[src/rtl/rtc_set_ctrl.sv]
// rtc_set_ctrl: time-set controller for the real-time clock.
// A MODE/INC two-button FSM captures the running time into a shadow
// register, edits hours, minutes and seconds in turn, then commits the
// shadow value to the timer with a one-cycle LOAD pulse. While editing,
// the timer is held and the edited field blinks on the display.
module rtc_set_ctrl #(
  parameter int TIMEOUT_TICKS = 20,
  parameter int TO_W          = 8
) (
  input  logic        CLK,
  input  logic        RST,
  input  logic        BTN_MODE,
  input  logic        BTN_INC,
  input  logic        BLINK_TICK,
  input  logic [23:0] CUR_TIME,
  output logic [23:0] SET_TIME,
  output logic        LOAD,
  output logic        RUN_EN,
  output logic [23:0] DISP_TIME,
  output logic [5:0]  BLANK,
  output logic [1:0]  MODE_ST
);

  typedef enum logic [1:0] {
    ST_RUN     = 2'd0,
    ST_SET_HR  = 2'd1,
    ST_SET_MIN = 2'd2,
    ST_SET_SEC = 2'd3
  } state_t;

  localparam logic [TO_W-1:0] TO_LIMIT = TO_W'(TIMEOUT_TICKS);
  localparam logic [TO_W-1:0] TO_ONE   = TO_W'(1);

  // Blank masks for the two digits of each editable field.
  localparam logic [5:0] BLANK_HR  = 6'b110000;
  localparam logic [5:0] BLANK_MIN = 6'b001100;
  localparam logic [5:0] BLANK_SEC = 6'b000011;

  state_t          state_q, state_d;
  logic [23:0]     set_time_q, set_time_d;
  logic            load_q, load_d;
  logic            run_en_q, run_en_d;
  logic            phase_q, phase_d;
  logic [TO_W-1:0] to_cnt_q, to_cnt_d;
  logic [5:0]      blank_q, blank_d;
  logic            btn_mode_q;
  logic            btn_inc_q;

  logic            mode_press;
  logic            inc_raw_press;
  logic            inc_press;
  logic            any_press;
  logic            in_set;
  logic            timeout;

  // BCD hours increment 00..23 with wrap; any out-of-range value
  // (including a garbage capture) restarts the field at 00.
  function automatic logic [7:0] inc_hours(input logic [7:0] h);
    logic [3:0] hm;
    logic [3:0] hl;
    hm = h[7:4];
    hl = h[3:0];
    if ((hm > 4'd2) || (hl > 4'd9) || ((hm == 4'd2) && (hl >= 4'd3))) begin
      return 8'h00;
    end
    if (hl == 4'd9) begin
      return {hm + 4'd1, 4'd0};
    end
    return {hm, hl + 4'd1};
  endfunction

  // BCD minutes increment 00..59 with wrap and no carry out; invalid
  // digits restart the field at 00.
  function automatic logic [7:0] inc_minutes(input logic [7:0] m);
    logic [3:0] mm;
    logic [3:0] ml;
    mm = m[7:4];
    ml = m[3:0];
    if ((mm > 4'd5) || (ml > 4'd9)) begin
      return 8'h00;
    end
    if (ml == 4'd9) begin
      return {(mm == 4'd5) ? 4'd0 : (mm + 4'd1), 4'd0};
    end
    return {mm, ml + 4'd1};
  endfunction

  // Rising-edge press detection; MODE wins over a simultaneous INC.
  always_comb begin
    mode_press    = BTN_MODE & ~btn_mode_q;
    inc_raw_press = BTN_INC & ~btn_inc_q;
    inc_press     = inc_raw_press & ~mode_press;
    any_press     = mode_press | inc_raw_press;
    in_set        = (state_q != ST_RUN);
    timeout       = in_set && BLINK_TICK && ((to_cnt_q + TO_ONE) == TO_LIMIT);
  end

  // Next-state logic for the FSM, shadow register, timeout and blink.
  always_comb begin
    state_d    = state_q;
    set_time_d = set_time_q;
    load_d     = 1'b0;
    run_en_d   = run_en_q;
    phase_d    = phase_q;
    to_cnt_d   = to_cnt_q;
    blank_d    = 6'b000000;

    case (state_q)
      ST_RUN: begin
        if (mode_press) begin
          state_d    = ST_SET_HR;
          set_time_d = CUR_TIME;
          run_en_d   = 1'b0;
        end
      end
      ST_SET_HR: begin
        if (mode_press) begin
          state_d = ST_SET_MIN;
        end else if (inc_press) begin
          set_time_d[23:16] = inc_hours(set_time_q[23:16]);
        end else if (timeout) begin
          state_d  = ST_RUN;
          run_en_d = 1'b1;
        end
      end
      ST_SET_MIN: begin
        if (mode_press) begin
          state_d = ST_SET_SEC;
        end else if (inc_press) begin
          set_time_d[15:8] = inc_minutes(set_time_q[15:8]);
        end else if (timeout) begin
          state_d  = ST_RUN;
          run_en_d = 1'b1;
        end
      end
      ST_SET_SEC: begin
        if (mode_press) begin
          state_d  = ST_RUN;
          load_d   = 1'b1;
          run_en_d = 1'b1;
        end else if (inc_press) begin
          set_time_d[7:0] = 8'h00;
        end else if (timeout) begin
          state_d  = ST_RUN;
          run_en_d = 1'b1;
        end
      end
      default: begin
        state_d  = ST_RUN;
        run_en_d = 1'b1;
      end
    endcase

    // Timeout counter restarts on every press and on every state change.
    if (any_press || (state_d != state_q)) begin
      to_cnt_d = '0;
    end else if (in_set && BLINK_TICK) begin
      to_cnt_d = to_cnt_q + TO_ONE;
    end

    // Blink phase: a press shows the field immediately; RUN never blinks.
    if (any_press || (state_d == ST_RUN)) begin
      phase_d = 1'b0;
    end else if (in_set && BLINK_TICK) begin
      phase_d = ~phase_q;
    end

    if (phase_d) begin
      case (state_d)
        ST_SET_HR:  blank_d = BLANK_HR;
        ST_SET_MIN: blank_d = BLANK_MIN;
        ST_SET_SEC: blank_d = BLANK_SEC;
        default:    blank_d = 6'b000000;
      endcase
    end
  end

  // State and output registers with synchronous reset.
  always_ff @(posedge CLK) begin
    if (RST) begin
      state_q    <= ST_RUN;
      set_time_q <= 24'h000000;
      load_q     <= 1'b0;
      run_en_q   <= 1'b1;
      phase_q    <= 1'b0;
      to_cnt_q   <= '0;
      blank_q    <= 6'b000000;
      btn_mode_q <= 1'b0;
      btn_inc_q  <= 1'b0;
    end else begin
      state_q    <= state_d;
      set_time_q <= set_time_d;
      load_q     <= load_d;
      run_en_q   <= run_en_d;
      phase_q    <= phase_d;
      to_cnt_q   <= to_cnt_d;
      blank_q    <= blank_d;
      btn_mode_q <= BTN_MODE;
      btn_inc_q  <= BTN_INC;
    end
  end

  // Display mux selects between registered sources only.
  always_comb begin
    DISP_TIME = (state_q == ST_RUN) ? CUR_TIME : set_time_q;
  end

  assign SET_TIME = set_time_q;
  assign LOAD     = load_q;
  assign RUN_EN   = run_en_q;
  assign BLANK    = blank_q;
  assign MODE_ST  = state_q;

endmodule

[config.mk]
export PLATFORM = sky130hd
export DESIGN_NAME = rtc_set_ctrl
export DESIGN_NICKNAME = d
export VERILOG_FILES = /design/src/rtl/rtc_set_ctrl.sv
export SDC_FILE = /design/constraint.sdc
export NUM_CORES = 1
export LEC_CHECK = 0
export BUFFER_PORTS_ARGS = -buffer_cell sky130_fd_sc_hd__buf_4
export CAP_MARGIN = 20
export CORE_MARGIN = 3
export CORE_UTILIZATION = 45
export DETAILED_ROUTE_END_ITERATION = 8
export GPL_TIMING_DRIVEN = 1
export PLACE_DENSITY = 0.73
export SYNTH_ARGS = -nofsm -noshare
export SYNTH_HDL_FRONTEND = slang
export SYNTH_SLANG_ARGS = --single-unit
[constraint.sdc]
create_clock -name CLK -period 2.7 [get_ports CLK]
set_input_delay 0.27 -clock CLK [delete_from_list [all_inputs] [get_ports CLK]]
set_output_delay 0.27 -clock CLK [all_outputs]
set_load 0.02 [all_outputs]
==> results of run 1 <==
## placed cells by master (no fill, tap or decap), drive strengths merged, types with 3 or more instances in the layout
cell,count
buf,93
nor2,47
dfxtp,42
a21oi,29
nand2,28
mux2,21
o21ai,12
nor3b,11
xnor2,10
a211oi,10
ha,8
inv,8
nor2b,7
nor3,7
clkbuf,7
nand2b,5
nand3,5
a31oi,4
o2bb2ai,3
## stage by stage
| stage | utilization | setup slack (ps) | power, W | hold slack (ps) |
|---|---|---|---|---|
| 2_1_floorplan | - | 367 | 0.00120 | 398 |
| 3_3_place_gp | 0.612 | 438 | 0.00146 | 484 |
| 3_5_place_dp | 0.612 | 442 | 0.00147 | 494 |
| 4_1_cts | 0.629 | 402 | 0.00188 | 209 |
| 5_1_grt | 0.629 | 185 | 0.00198 | 230 |
| 6_report | 0.629 | 371 | 0.00187 | 214 |
## power groups by stage
stage          sequential, W  clock [W]  combinational, W
4_1_cts             0.000725   0.000424          0.000735
6_report            0.000726   0.000413          0.000731
5_1_grt             0.000733   0.000450          0.000796
3_3_place_gp        0.000737          0          0.000722
3_5_place_dp        0.000739          0          0.000731
2_1_floorplan       0.000776          0          0.000424
## layout make-up
| type | count | share of cell area |
|---|---|---|
| sequential | 42 | 0.254 |
| tap | 70 | 0.0264 |
| clock buffer | 7 | 0.0260 |
| inverter | 8 | 0.00906 |
| multi-input combinational | 240 | 0.473 |
| timing repair buffer | 93 | 0.211 |
| clock inverter | 1 | 0.00151 |
## critical path: cells and delay by family, from the launching register on
kind | cells | cell delay [ps]
fa+ha+maj | 1 | 260
simple gates | 2 | 580
compound gates | 3 | 770
flops | 1 | 380
buf+inv | 2 | 270
## sequential cells by signal (all words and copies together) (netlist names)
register	flops
BLANK	3
LOAD	1
MODE_ST	2
RUN_EN	1
SET_TIME	24
btn_inc_q	1
btn_mode_q	1
phase_q	1
to_cnt_q	8
## cells by family after synthesis
| family | Yosys count | synth area share |
|---|---|---|
| AO/OA/AOI/OAI | 76 | 0.203 |
| XOR/XNOR | 12 | 0.0418 |
| adder cells (fa/ha/maj) | 8 | 0.0398 |
| buffers and inverters | 24 | 0.0418 |
| flip-flops | 42 | 0.334 |
| multiplexers | 22 | 0.0981 |
| AND/OR/NAND/NOR | 122 | 0.241 |
## layer usage
metal | wire length (um) | track usage | part of all wire
met1 | 2940 | 0.254 | 0.46
met4 | 44 | 0.0574 | 0.0069
met3 | 463 | 0.0443 | 0.073
met5 | 0 | 0 | 0
met2 | 2900 | 0.339 | 0.46
## worst paths after layout
check / start / to / cells past startpoint
min: BTN_INC / btn_inc_q / 2
max: MODE_ST[0] / SET_TIME[13] / 8
max reg2reg: MODE_ST[0] / SET_TIME[13] / 8
min reg2reg: to_cnt_q[1] / to_cnt_q[1] / 2
==> summary.md, run 1 <==
| Metric | Value |
|---|---|
| Initial Utilization | 0.477 |
| TritonCTS clock tree | done |
| H-tree depth | 2 |
| Peak supply drop | 291 uV |
| Sw power | ~0.00067 W |
| Fin nets | 427 |
| Ant. Diodes | 0 |
| Fillers | 502 |
| Clock transition at path regs | roughly 70 ps |
| PortBufs | 86 |
| Worst-Margin Slew | about 680 ps |
| Clock Latency Late Sink | about 290 ps |
| Hold WC Path Type | in2reg |
| Non-Filler Instances | 461 |
| Clock power frac | 0.221 |
| Total wire length | 6350 um |
| Fmax | around 430 MHz |
| CTS Sinks | 42 |
| CTS resizes | 0 |
| Residual DRC | 0 |
| Worst path arrival time | 2550 ps |
| Syn Area/Cell | 8.21 um^2 |
| # Max-Cap Violations | 0 |
| Hold_buf cts | 0 |
| Final setup violation count | 0 |
| Gate Count Post-Synth | around 310 |
| Fraction of final layout cells sized beyond drive strength 1 | 0.345 |
| Seq cells post-synth | 42 |
| Largest net degree at the start of global routing | 33 |
| Hold Vio Cnt, Final | 0 |
| Via/cell ratio | 5.38 |
| Gate power share | 0.391 |
| Max-slew violations | 0 |
| Synth area leader | dfxtp_1 |
| Total global routing overflow | 0 |
| Slowest stage delay, CP | around 530 ps |
| Vias in the first global route | 2401 |
| Yosys warning count | 0 |
| Post-route design area | roughly 3300 um^2 |
| CP Class | reg2reg |
| R2R setup slack | 370 ps |
| Post-DRT Antenna Nets | 0 |
| Area of the die | 6520 um^2 |
| Crit. End Element | register |
| 1st-iter DRT viols | about 140 |
| TNS Setup | 0 ps |
| FFs w/ async S/R, synth | 0 |
| Final period utilization | 0.862 |
| Internal power | 0.00120 W |
| Placement Cell Area | roughly 3200 um^2 |
| Count leader, synth | nor2_1 |
| Global-route wire length before repair | 10500 um |
| Max Root-Sink Buffers | 2 |
| Core area | 5270 um^2 |
| Wire length per cell | 13.8 um |
| Status | finished, final reports clean |
| Crit path launch type | register |
| DP Cell Count | 453 |
| Area fraction of the dominant cell type after synthesis | 0.334 |
| Io pins | 87 |
| Switching share of power | 0.358 |
| Syn-to-layout area delta | 31.9% |
| Critical-path cell list | inv_1, ha_1, inv_2, a211oi_1, nand4_1, nor4b_1, o21ai_1, a21oi_1 |
| Syn nets | 343 |
| Footprint of the multi-input gates | 1570 um^2 |
| Setup Skew | around 7.5 ps |
| Synth cell count leaders | nor2_1 (46), dfxtp_1 (42), a21oi_1 (28), nand2_1 (28), mux2_2 (21) |
| Post-synth EDFFs | 0 |
| RSZ-0062 raised after global routing | no |
| Critical Path Fanout Max | 12 |
| Tmin final | 2330 ps |
| Post-synth top flop | dfxtp_1 |
| Slowest cell on the critical path | a211oi_1 |
| CTS Buf Count | 5 |
| HPWL after DPL | a little under 5000 um |
| Synth top area cells | dfxtp_1 (33%), mux2_2 (9.4%), nor2_1 (6.9%) |
| Crit path required time | 2920 ps |
| Total number of vias | 2482 |
| Root Buffer | clkbuf_8 |
| Placer Congestion | 0.913 |
| Die Y | 80.7 um |
| Pleak | roughly 1.4 nW |
| Detailed Routing Iterations Pass 1 | 4 |
| Antenna violations before repair | 0 |
| Count of cell types in the netlist | 54 |
| Die width | 80.7 um |
| Slew HR | 0.544 |
| Power density cells | 564 nW/um^2 |
| Total track usage | 0.200 |
| Cell Area, Synth | 2510 um^2 |
| Seq/Total Area, Yosys | 0.334 |
| Floorplan row count | 26 |
| Register area | 841 um^2 |
| Postcts setup bufs | 0 |
| Sequential Power Share | 0.388 |
Note: power is estimated with default switching activity, not from simulation.
==> run 2: changes to the inputs <==
- PLACE_DENSITY: 0.73 -> 0.76
- clock period: 2.7 -> 2 ns (I/O delays scaled with it)
==> run 2 against run 1 <==
Net effect: clock power increased by 58%; flip-flop and latch count stayed put; cell area increased by 7.3%; setup slack lost 310 ps; critical endpoint is now DISP_TIME[2]; critical path depth down 3; via count is 4.7% higher.
==> summary.md, run 2 (synthesis results as in run 1) <==
| Metric | Value |
|---|---|
| Status | finished, final reports clean |
| H-tree depth | 2 (unchanged) |
| CTS Buf Count | 5 (unchanged) |
| Largest net degree at the start of global routing | 33 (unchanged) |
| Residual DRC | 0 (unchanged) |
| Placer Congestion | 0.842 (-7.8%) |
| TritonCTS clock tree | done |
| Core area | 5270 um^2 (unchanged) |
| Hold_sp | BTN_INC |
| Register area | 843 um^2 (+0.30%) |
| Hold Vio Cnt, Final | 0 (unchanged) |
| Worst-Margin Slew | 461 ps (-224 ps) |
| CP Class | reg2out |
| HPWL after DPL | 5130 um (+6.3%) |
| Syn-to-layout area delta | 41.6% |
| Hold_ws | 141 ps (-73.5 ps) |
| Area of the die | 6520 um^2 (unchanged) |
| Final setup violation count | 0 (unchanged) |
| Fraction of final layout cells sized beyond drive strength 1 | 0.410 (+0.0649) |
| Final Util | 0.675 (+0.0461) |
| Slew HR | 0.693 (+0.149) |
| Via/cell ratio | 5.39 (+0.11%) |
| Clock transition at path regs | 70 ps (about the same) |
| Ant. Diodes | 0 (unchanged) |
| Setup Skew | 10.3 ps (+2.77 ps) |
| Vias in the first global route | 2460 (+2.5%) |
| Pleak | 1.48 nW (+8.3%) |
| Most frequent cells in the layout | buf_4 (113), nor2_1 (46), dfxtp_1 (40) |
| Total wire length | 6810 um (+7.3%) |
| Max-slew violations | 0 (unchanged) |
| Commonest non-fill, non-tap cell in the layout | buf_4 |
| Post-DRT Antenna Nets | 0 (unchanged) |
| Max Root-Sink Buffers | 2 (unchanged) |
| R2R setup slack | 90 ps (-280 ps) |
| Crit path required time | 1800 ps (-1120 ps) |
| Fillers | 457 (-9.0%) |
| R2R Path End | SET_TIME[21] |
| Total global routing overflow | 0 (unchanged) |
| Critical Path Fanout Max | 11 (-1) |
| End point of the critical path | DISP_TIME[2] |
| # Max-Cap Violations | 0 (unchanged) |
| Floorplan row count | 26 (unchanged) |
| Detailed Routing Iterations Pass 1 | 4 (unchanged) |
| CTS Sinks | 42 (unchanged) |
| Root Buffer | clkbuf_8 |
| Die width | 80.7 um (unchanged) |
| Hold WC Path Type | in2reg |
| Fmax | 515 MHz |
| Total track usage | 0.202 (+0.00229) |
| PortBufs | 86 (unchanged) |
| Total number of vias | 2598 (+4.7%) |
| Clock Latency Late Sink | 280 ps (about the same) |
| Worst path arrival time | 1740 ps (-810 ps) |
| Fin nets | 448 (+4.9%) |
| Die Y | 80.7 um (unchanged) |
| Crit. Startpoint | MODE_ST[0] |
| Io pins | 87 (unchanged) |
| Antenna violations before repair | 0 (unchanged) |
| Global-route wire length before repair | 10700 um (+2.2%) |
| Largest register FFs | 24 (unchanged) |
| Wire length per cell | 14.1 um (+2.6%) |
| 1st-iter DRT viols | 161 (+19%) |
| Crit. End Element | primary output |
| Total power | 0.00272 W (+45%) |
| Tmin final | slightly below 2000 ps |
| Power density cells | 764 nW/um^2 (+35%) |
| R2R cell count | 8 (unchanged) |
| Footprint of the multi-input gates | 1630 um^2 (+3.8%) |
| Peak supply drop | 575 uV (+98%) |
| Reg2reg start | MODE_ST[0] |
| Final period utilization | 0.971 |
| Initial Utilization | 0.477 (unchanged) |
| RSZ-0062 raised after global routing | yes |
| Crit path launch type | register |
-- run 2: changes by cell type in the layout (fill, tap and decap cells not counted), moves of 2 or more --
cell / delta
buf_4: +20
dfxtp_1: -2
dfxtp_2: +2
ha_1: -2
ha_2: +2
nand3_1: -2
nand3_2: +2
nor2b_1: -2
nor2b_2: +2
-- run 2: timing repair --
item | 4_1_cts | 5_1_grt
hold buffers | 0 | 0
buffers inserted | 0 | 2
pin swaps | 0 | 2
gates resized for setup | 1 | 12
endpoints found under the setup margin | 15 | 24
-- run 2: area by class of cell --
class,count,share of cell area
multi-input combinational,240,0.457
timing repair buffer,114,0.242
sequential,42,0.237
tap,70,0.0246
clock buffer,6,0.0204
clock inverter,2,0.0105
inverter,8,0.00844
-- run 2: worst max-delay path: stages, from the launching register on --
cell and delay (ps):
dfxtp_2 320, inv_1 110, ha_2 290, buf_4 230
mux2_2 350, buf_4 160
-- run 2: how the worst min path moves through the flow --
stage / end / slack [ps] / cells past startpoint
global route: btn_inc_q / 140 / 2
global placement: btn_inc_q / 420 / 2
detailed placement: btn_inc_q / 430 / 2
CTS: btn_inc_q / 140 / 2
floorplan: btn_inc_q / 330 / 1
finish: btn_inc_q / 140 / 2
-- run 2: power breakdown --
| group | internal [W] | switching (W) | total [W] |
|---|---|---|---|
| registers | 0.000899 | 0.0000698 | 0.000969 |
| clock network | 0.000373 | 0.000280 | 0.000653 |
| logic | 0.000507 | 0.000589 | 0.00110 |
-- run 2: per-stage QoR --
step | setup slack [ps] | area, um^2 | setup TNS (ps) | instances
after floorplan | -74.7 | 2520 | -977 | 306
after global placement | 81.8 | 3370 | 0 | 472
after detailed placement | 38.0 | 3370 | 0 | 472
after CTS | 27.1 | 3480 | 0 | 480
after global routing | -76.8 | 3560 | -533 | 482
final | 58.1 | 3560 | 0 | 482
-- run 2: layer usage --
metal	GRT usage	vias to the layer above	part of all wire
met5	0	-	0
met4	0.0524	0	0.013
met3	0.0388	8	0.083
met2	0.353	114	0.47
met1	0.255	1174	0.44
li1	-	1302	-
